**src/rtl/addr_seq_pkg.sv**
```systemverilog
// Shared types for the windowed address sequencer: traversal-mode encodings.
package addr_seq_pkg;

    typedef enum logic [1:0] {
        MODE_WRAP     = 2'd0,
        MODE_PINGPONG = 2'd1,
        MODE_ONESHOT  = 2'd2,
        MODE_RSVD     = 2'd3
    } mode_e;

endpackage : addr_seq_pkg

```
**src/rtl/addr_step_calc.sv**
```systemverilog
// Combinational step logic: next address, carry event, ping-pong turnaround and
// one-shot end for a given position, window, stride, direction and mode.
module addr_step_calc
    import addr_seq_pkg::*;
#(
    parameter int unsigned ADDR_W = 4
) (
    input  logic [ADDR_W-1:0] address,
    input  logic [ADDR_W-1:0] lo,
    input  logic [ADDR_W-1:0] hi,
    input  logic [ADDR_W-1:0] step,
    input  logic              dir,
    input  mode_e             mode,
    output logic [ADDR_W-1:0] next_addr,
    output logic              carry_evt,
    output logic              turnaround,
    output logic              os_end
);

    logic [ADDR_W:0] addr_x, lo_x, hi_x, step_x;
    logic [ADDR_W:0] sum_x, diff_x, lo_p_step_x, back_up_x, back_dn_x;
    logic            over, under;

    always_comb begin
        addr_x      = {1'b0, address};
        lo_x        = {1'b0, lo};
        hi_x        = {1'b0, hi};
        step_x      = (step == '0) ? {{ADDR_W{1'b0}}, 1'b1} : {1'b0, step};
        sum_x       = addr_x + step_x;
        diff_x      = addr_x - step_x;
        lo_p_step_x = lo_x + step_x;
        // Underflow is judged as address < lo+step so the borrow never wraps.
        over        = sum_x > hi_x;
        under       = addr_x < lo_p_step_x;
        back_up_x   = (hi_x < lo_p_step_x) ? lo_x : hi_x - step_x;
        back_dn_x   = (lo_p_step_x > hi_x) ? hi_x : lo_p_step_x;

        next_addr  = address;
        carry_evt  = 1'b0;
        turnaround = 1'b0;
        os_end     = 1'b0;

        case (mode)
            MODE_PINGPONG: begin
                if (dir) begin
                    if (address == hi) begin
                        turnaround = 1'b1;
                        carry_evt  = 1'b1;
                        next_addr  = back_up_x[ADDR_W-1:0];
                    end else if (over) begin
                        next_addr = hi;
                    end else begin
                        next_addr = sum_x[ADDR_W-1:0];
                    end
                end else begin
                    if (address == lo) begin
                        turnaround = 1'b1;
                        carry_evt  = 1'b1;
                        next_addr  = back_dn_x[ADDR_W-1:0];
                    end else if (under) begin
                        next_addr = lo;
                    end else begin
                        next_addr = diff_x[ADDR_W-1:0];
                    end
                end
            end
            MODE_ONESHOT: begin
                if (dir ? over : under) begin
                    os_end    = 1'b1;
                    carry_evt = 1'b1;
                end else begin
                    next_addr = dir ? sum_x[ADDR_W-1:0] : diff_x[ADDR_W-1:0];
                end
            end
            default: begin
                if (dir) begin
                    carry_evt = over;
                    next_addr = over ? lo : sum_x[ADDR_W-1:0];
                end else begin
                    carry_evt = under;
                    next_addr = under ? hi : diff_x[ADDR_W-1:0];
                end
            end
        endcase
    end

endmodule : addr_step_calc

```
**src/rtl/addr_seq_gen.sv**
```systemverilog
// Windowed address sequencer: registers, reset/preset/enable priority,
// sticky one-shot done and window configuration error flag.
module addr_seq_gen
    import addr_seq_pkg::*;
#(
    parameter int unsigned           ADDR_W     = 4,
    parameter logic [ADDR_W-1:0]     RESET_ADDR = '0
) (
    input  logic              clk,
    input  logic              reset,
    input  logic              preset,
    input  logic              en,
    input  logic              up_down,
    input  logic [1:0]        mode,
    input  logic [ADDR_W-1:0] lo,
    input  logic [ADDR_W-1:0] hi,
    input  logic [ADDR_W-1:0] step,
    output logic [ADDR_W-1:0] address,
    output logic              carry,
    output logic              done,
    output logic              dir,
    output logic              cfg_err
);

    logic [ADDR_W-1:0] addr_q, addr_d, next_addr;
    logic              carry_q, carry_d;
    logic              done_q, done_d;
    logic              dir_q, dir_d;
    logic              cfg_err_q, cfg_err_d;
    logic              dir_eff, bad_cfg, out_win;
    logic              carry_evt, turnaround, os_end;
    mode_e             mode_m;

    always_comb begin
        mode_m  = mode_e'(mode);
        // Ping-pong keeps its own direction; other modes track up_down directly.
        dir_eff = (mode_m == MODE_PINGPONG) ? dir_q : up_down;
        bad_cfg = lo > hi;
        out_win = (addr_q < lo) || (addr_q > hi);
    end

    addr_step_calc #(.ADDR_W(ADDR_W)) u_step (
        .address    (addr_q),
        .lo         (lo),
        .hi         (hi),
        .step       (step),
        .dir        (dir_eff),
        .mode       (mode_m),
        .next_addr  (next_addr),
        .carry_evt  (carry_evt),
        .turnaround (turnaround),
        .os_end     (os_end)
    );

    always_comb begin
        addr_d    = addr_q;
        dir_d     = dir_q;
        done_d    = done_q;
        carry_d   = 1'b0;
        cfg_err_d = bad_cfg;

        if (preset) begin
            addr_d = up_down ? lo : hi;
            dir_d  = up_down;
            done_d = 1'b0;
        end else if (en && !bad_cfg && !(mode_m == MODE_ONESHOT && done_q)) begin
            dir_d = dir_eff;
            if (out_win) begin
                addr_d = dir_eff ? lo : hi;
            end else begin
                addr_d  = next_addr;
                carry_d = carry_evt;
                if (turnaround) dir_d = ~dir_eff;
                if (os_end) done_d = 1'b1;
            end
        end
    end

    always_ff @(posedge clk) begin
        if (reset) begin
            addr_q    <= RESET_ADDR;
            carry_q   <= 1'b0;
            done_q    <= 1'b0;
            dir_q     <= 1'b1;
            cfg_err_q <= 1'b0;
        end else begin
            addr_q    <= addr_d;
            carry_q   <= carry_d;
            done_q    <= done_d;
            dir_q     <= dir_d;
            cfg_err_q <= cfg_err_d;
        end
    end

    assign address = addr_q;
    assign carry   = carry_q;
    assign done    = done_q;
    assign dir     = dir_q;
    assign cfg_err = cfg_err_q;

endmodule : addr_seq_gen

```
**config.mk**
```make
export PLATFORM = sky130hd
export DESIGN_NAME = addr_seq_gen
export DESIGN_NICKNAME = d
export VERILOG_FILES = /design/src/rtl/addr_seq_pkg.sv /design/src/rtl/addr_step_calc.sv /design/src/rtl/addr_seq_gen.sv
export SDC_FILE = /design/constraint.sdc
export NUM_CORES = 1
export LEC_CHECK = 0
export CAP_MARGIN = 0
export CORE_MARGIN = 4
export CORE_UTILIZATION = 57
export DETAILED_ROUTE_END_ITERATION = 8
export GPL_ROUTABILITY_DRIVEN = 0
export GPL_TIMING_DRIVEN = 1
export PLACE_DENSITY = 0.81
export SLEW_MARGIN = 20
export SYNTH_ARGS = -nofsm -noshare
export SYNTH_HDL_FRONTEND = slang
export SYNTH_SLANG_ARGS = --single-unit
```
**constraint.sdc**
```tcl
create_clock -name clk -period 5.9 [get_ports clk]
set_clock_uncertainty 0.2 [all_clocks]
set_input_delay 1.18 -clock clk [delete_from_list [all_inputs] [get_ports clk]]
set_output_delay 1.18 -clock clk [all_outputs]
set_load 0.01 [all_outputs]
```
### Word-level counts from Yosys, hierarchy flattened

Index checks and enable logic that the tools add are counted.

* mux-type cells: 32
* magnitude comparators: 7
* equality and inequality tests: 5
* bitwise logic cells: 3
* reductions and logical operators: 12
* $add $sub $neg: 4

Operators by type and width (number)
* 4-bit 2-to-1 mux: 18
* 1-bit 2-to-1 mux: 12
* 5-bit by 4-bit greater-than comparator with 1-bit output: 2
* 4-bit by 5-bit less-than comparator with 1-bit output: 2
* 4-bit equality test: 2
* 4-bit greater-than comparator: 2
* 4-bit case mux with 2 select lines: 1
* 4-bit subtractor: 2
* 4-bit by 4-bit adder with 5-bit output: 1
* 4-bit by 5-bit adder with 5-bit output: 1
* 4-bit logical NOT: 1
* 4-bit less-than comparator: 1
* 4-bit != test, second input constant: 1
* 4-bit OR reduction: 1
* 1-bit logical AND: 3
* 1-bit NOT: 3
* 3-bit AND reduction: 1
* 2-bit by 1-bit equality test with 1-bit output, second input constant: 1
* 2-bit equality test, second input constant: 1
* 1-bit logical NOT: 2
* 1-bit case mux with 2 select lines: 1
* 2-bit AND reduction: 1
* 2-bit nonzero test: 1
* 2-bit OR reduction: 1
* 1-bit logical OR: 1

* output and inout bits: 8
* logic and storage cells: 68
* register bits after elaboration: 8
* input port bits: 19

### Logic depth before layout (Yosys ltp)

* depth in word-level cells: 11
* depth in mapped cells: 16
* depth with buffers taken out: 15

### Cells and area by module

From an unflattened synthesis, not the netlist that was laid out.

* cell total of the unflattened synthesis: 287
* area total of the unflattened synthesis: 2373.5 um^2

Modules (own cells, without submodules)
* addr_step_calc: times used 1, cells each 204, area each 1571.5 um^2, sequential area each 0.0 um^2
* addr_seq_gen: times used 1, cells each 83, area each 802.0 um^2, sequential area each 160.2 um^2

### Worst setup path before layout

Ideal clock, no wire load.

* path type: input port to flip-flop
* start: input step[1]
* end: register addr_q[1] (netlist: address[1])
* setup time: 0.096 ns
* path buffers: 1
* cell stages on the path: 16
* arrival: 4.290 ns
* required time: 5.604 ns
* path slack: 1.315 ns
* path through: buf_4 nor3_1 or2_2 ha_1 nand2b_1 a21oi_1 or3_1 and2_1 ha_1 and2_1 o21ai_1 a22o_1 a311oi_1 a211o_1 and2_4 o41ai_2

* longest elaborated chain between the ends: 11
* elaborated cells between the ends (all ways): 29
* those cells by class: add/sub: 4; order compare: 4; eq/ne: 1; mux: 18; reduce/logical: 2

Ends and longest elaborated chain
* from (decl): line addr_seq_gen.sv:17 `input logic [ADDR_W-1:0] step,`
* 4-bit logical NOT: line addr_step_calc.sv:28 `step_x = (step == '0) ? {{ADDR_W{1'b0}}, 1'b1} : {1'b0, step};`
* 4-bit 2-to-1 mux *: line addr_step_calc.sv:28
* 4-bit by 5-bit adder with 5-bit output or 4-bit by 4-bit adder with 5-bit output (tied branches): line addr_step_calc.sv:29, addr_step_calc.sv:31
* 5-bit by 4-bit greater-than comparator with 1-bit output, or another cell as far along: line addr_step_calc.sv:33 `over = sum_x > hi_x;`
* 4-bit 2-to-1 mux, on equally long branches
* 4-bit 2-to-1 mux, on equally long branches: line addr_step_calc.sv:46, addr_step_calc.sv:56
* 4-bit 2-to-1 mux: line addr_step_calc.sv:45 `if (dir) begin`
* 4-bit case mux with 2 select lines: line addr_step_calc.sv:43 `case (mode)`
* 4-bit 2-to-1 mux: line addr_seq_gen.sv:68 `if (out_win) begin`
* 4-bit 2-to-1 mux: line addr_seq_gen.sv:66 `end else if (en && !bad_cfg && !(mode_m == MODE_ONESHOT && done_q)) begin`
* 4-bit 2-to-1 mux: line addr_seq_gen.sv:62 `if (preset) begin`
* to (signal assigned): line addr_seq_gen.sv:87 `addr_q <= addr_d;`
* to (decl): line addr_seq_gen.sv:25 `logic [ADDR_W-1:0] addr_q, addr_d, next_addr;`

Every way passes the cells marked *; elsewhere a longest branch is shown, timed or not. The select of a mux whose other input is x is not followed.
A chain may end at the register's enable or synchronous reset.

### Final worst setup path

* start: input step[2]
* end: register addr_q[2] (netlist: address[2])

The elaborated chain is that of the path after synthesis.

==> flow_summary.ini <==
[outcome]
status = finished, final reports clean

[clock_tree]
clock_path_buffers = 2
clkSlewWorstSetupHoldPaths_ns = 0.04
cts_tree = done
post-cts-setup-buffers = 0
holdBufCountCts = 0
cts_root_buffer = clkbuf_8
post_cts_resized = 0
h-tree-depth = 1
clock_latency_ns = 0.25
cts_sinks = 8
cts_inserted_buffers = 3

[synth]
synth_fa_ha_area_share_pct = 23.2
syn_inst = 310
ys_seq_area_share_pct = 6.90
synth_ff_type = dfxtp_1
synth-seq-cells = 8
synth.area.mux_share_pct = 2.26
syn_nets = 370
ys_types = 63
synth.largest_area_cell = ha_1
yosys.area_share.simple_pct = 19.0
netlist_area_sq_mm = 0.00232
syn_avg_cell_area_sq_um = 7.49
synthArstFlopShare_pct = 0
synth-xor-area-share_pct = 2.64
ys_warn_count = 0
synth_top_family_by_area = compound AO/OA/AOI/OAI gates
yosysTopAreaCellShare_pct = 21.0
synth_area_leaders = ha_1 21%, dfxtp_1 6.9%, inv_1 5.5%
synth_edf_count = 0
synth_compound_area_share_pct = 38.0

[critical_path]
endpoint = address[2]
required_ns = 5.84
reg2regPathDepth = 13
path_max_fanout = 5
criticalPathCategory = input pin to flip-flop
reg2reg_to = address[2]
rr_startpoint = address[1]
crit_path_end_kind = flip-flop
crit_start = step[2]
worstPathArrival_ns = 5.16
crit_path_start_kind = input pin
rrSetupSlack_ns = 1.94

[route]
antenna_left = 0
drtPass1Iterations = 5
wl_per_cell_um = 20.2
via_per_inst = 7.04
drc = 0
drtIter0Drc = 317
num_vias = 2669
wl_um = 7660

[pwr]
power_density_mw_per_mm2 = 196
vdd_drop_max_mv = 0.100
p_leak_nw = 1.11

[placement]
portBuffers = 26
dp_hpwl_um = 6020
dp.cells = 376

[timing]
fmax_mhz = 192
slew_headroom_pct = 53.0
final.setup.tns_ns = 0
min_period_over_period_pct = 88.4
fin_crit_ns = 5.21
final_max_slew_viol_count = 0
setup_violations = 0
rsz0062_at_grt = no
hold_viol_final = 0
worst_slew_pin_slew_ns = 0.702

[global_routing]
grt_max_degree = 15
grt_pass1_vias = 2544
overflow = 0
grt_first_pass_wirelength_um = 12700
grt_usage_pct = 30.8
antenna_found_initial = 0

[floorplan]
die_x_um = 71.8
start_util_pct = 61.1
io_pins = 27
row_count = 22
die_area_sq_mm = 0.00516
coreArea_sq_mm = 0.00380
die_h_um = 71.8

[job]
maxCapViolCount = 0

[hold_path]
hold_class = flip-flop to flip-flop

[finish]
fin_nets = 393
layout_commonest_cell = ha_1
drive_gt1_share_pct = 6.65
mostFrequentLayoutCells = 39 x ha_1, 34 x inv_1, 26 x clkdlybuf4s50_1
num-fill-cells = 351
syn2layout_area_growth_pct = 14.0
fin_cells = 379
antenna-diode-count = 0
-- how the worst min path moves through the flow --
stage / startpoint / endpoint / slack (ns) / cells after the start
2_1_floorplan: address[0] / address[0] / 0.35 / 2
3_3_place_gp: done / done / 0.35 / 2
3_5_place_dp: done / done / 0.35 / 2
4_1_cts: done / done / 0.36 / 2
5_1_grt: done / done / 0.37 / 2
6_report: done / done / 0.36 / 2
-- flip-flops by register name (all words and copies together) (netlist names) --
register and cells:
carry 1, address 4, done 1, dir 1, cfg_err 1
-- stage by stage --
step	worst slack (ns)	util (%)	power, mW	instance area [sq um]	hold slack [ns]
after detailed placement	0.486	68.5	0.434	2600	0.349
after global routing	0.379	69.6	0.562	2650	0.370
after floorplan	1.31	-	0.331	2320	0.353
after CTS	0.711	69.6	0.507	2650	0.357
after global placement	0.576	68.5	0.426	2600	0.347
final	0.685	69.6	0.519	2650	0.357
-- routing by layer --
metal	part of all wire, %	vias to the layer above	track usage [%]
met4	3.9	0	12.1
li1	-	1239	-
met3	11	36	6.73
met5	0	-	0
met2	44	179	48.9
met1	41	1215	40.3
-- worst max-delay path: stages --
cell and delay [ns]:
clkdlybuf4s50_1 0.57, nor3_1 0.07, or2_2 0.32, ha_1 0.22, maj3_1 0.34, a21oi_1 0.19, xnor2_1 0.19, inv_1 0.09
ha_1 0.28, o21ai_0 0.11, nor2b_1 0.18, nor4_2 0.32, a311oi_1 0.14, a211o_1 0.42, and2_4 0.21, o41ai_2 0.32
-- final cells by class --
| cell class | count | area, sq um | area share, % |
|---|---|---|---|
| Multi-Input combinational cell | 257 | 1970 | 74.6 |
| Timing Repair Buffer | 29 | 283 | 10.7 |
| Sequential cell | 8 | 160 | 6.05 |
| Inverter | 34 | 128 | 4.82 |
| Tap cell | 48 | 60.1 | 2.27 |
| Clock buffer | 3 | 41.3 | 1.56 |
-- cell families after synthesis --
family	count (synthesis)
AOI/OAI and AO/OA	119
and+or+nand+nor	84
buffers and inverters	45
adders and majority gates	42
DFF	8
xor gates and xnor gates	7
muxes	5
-- power by group --
group | leakage [nW] | internal (mW) | switching [mW]
Combinational | 1.02 | 0.149 | 0.224
Sequential | 0.0659 | 0.0590 | 0.0130
Clock | 0.0216 | 0.0449 | 0.0289
-- Yosys cell counts, types with 3 or more instances --
library cell	instances
nor2_1	14
o21a_1	7
o221ai_1	3
nor3_1	11
and2_1	4
a21oi_1	25
mux2i_1	3
nand4_1	10
nand2_1	19
nand2b_1	3
nand3_1	5
clkbuf_1	5
o2111ai_1	3
a211oi_1	7
a31oi_1	4
o32ai_1	3
nor2b_1	7
ha_1	39
o22ai_1	3
o41ai_2	3
o211ai_1	10
buf_2	3
a311o_1	4
o21ai_0	16
xnor2_1	5
o311ai_0	3
inv_1	34
dfxtp_1	8
o21ai_1	3
(Power assumes the default switching activity.)
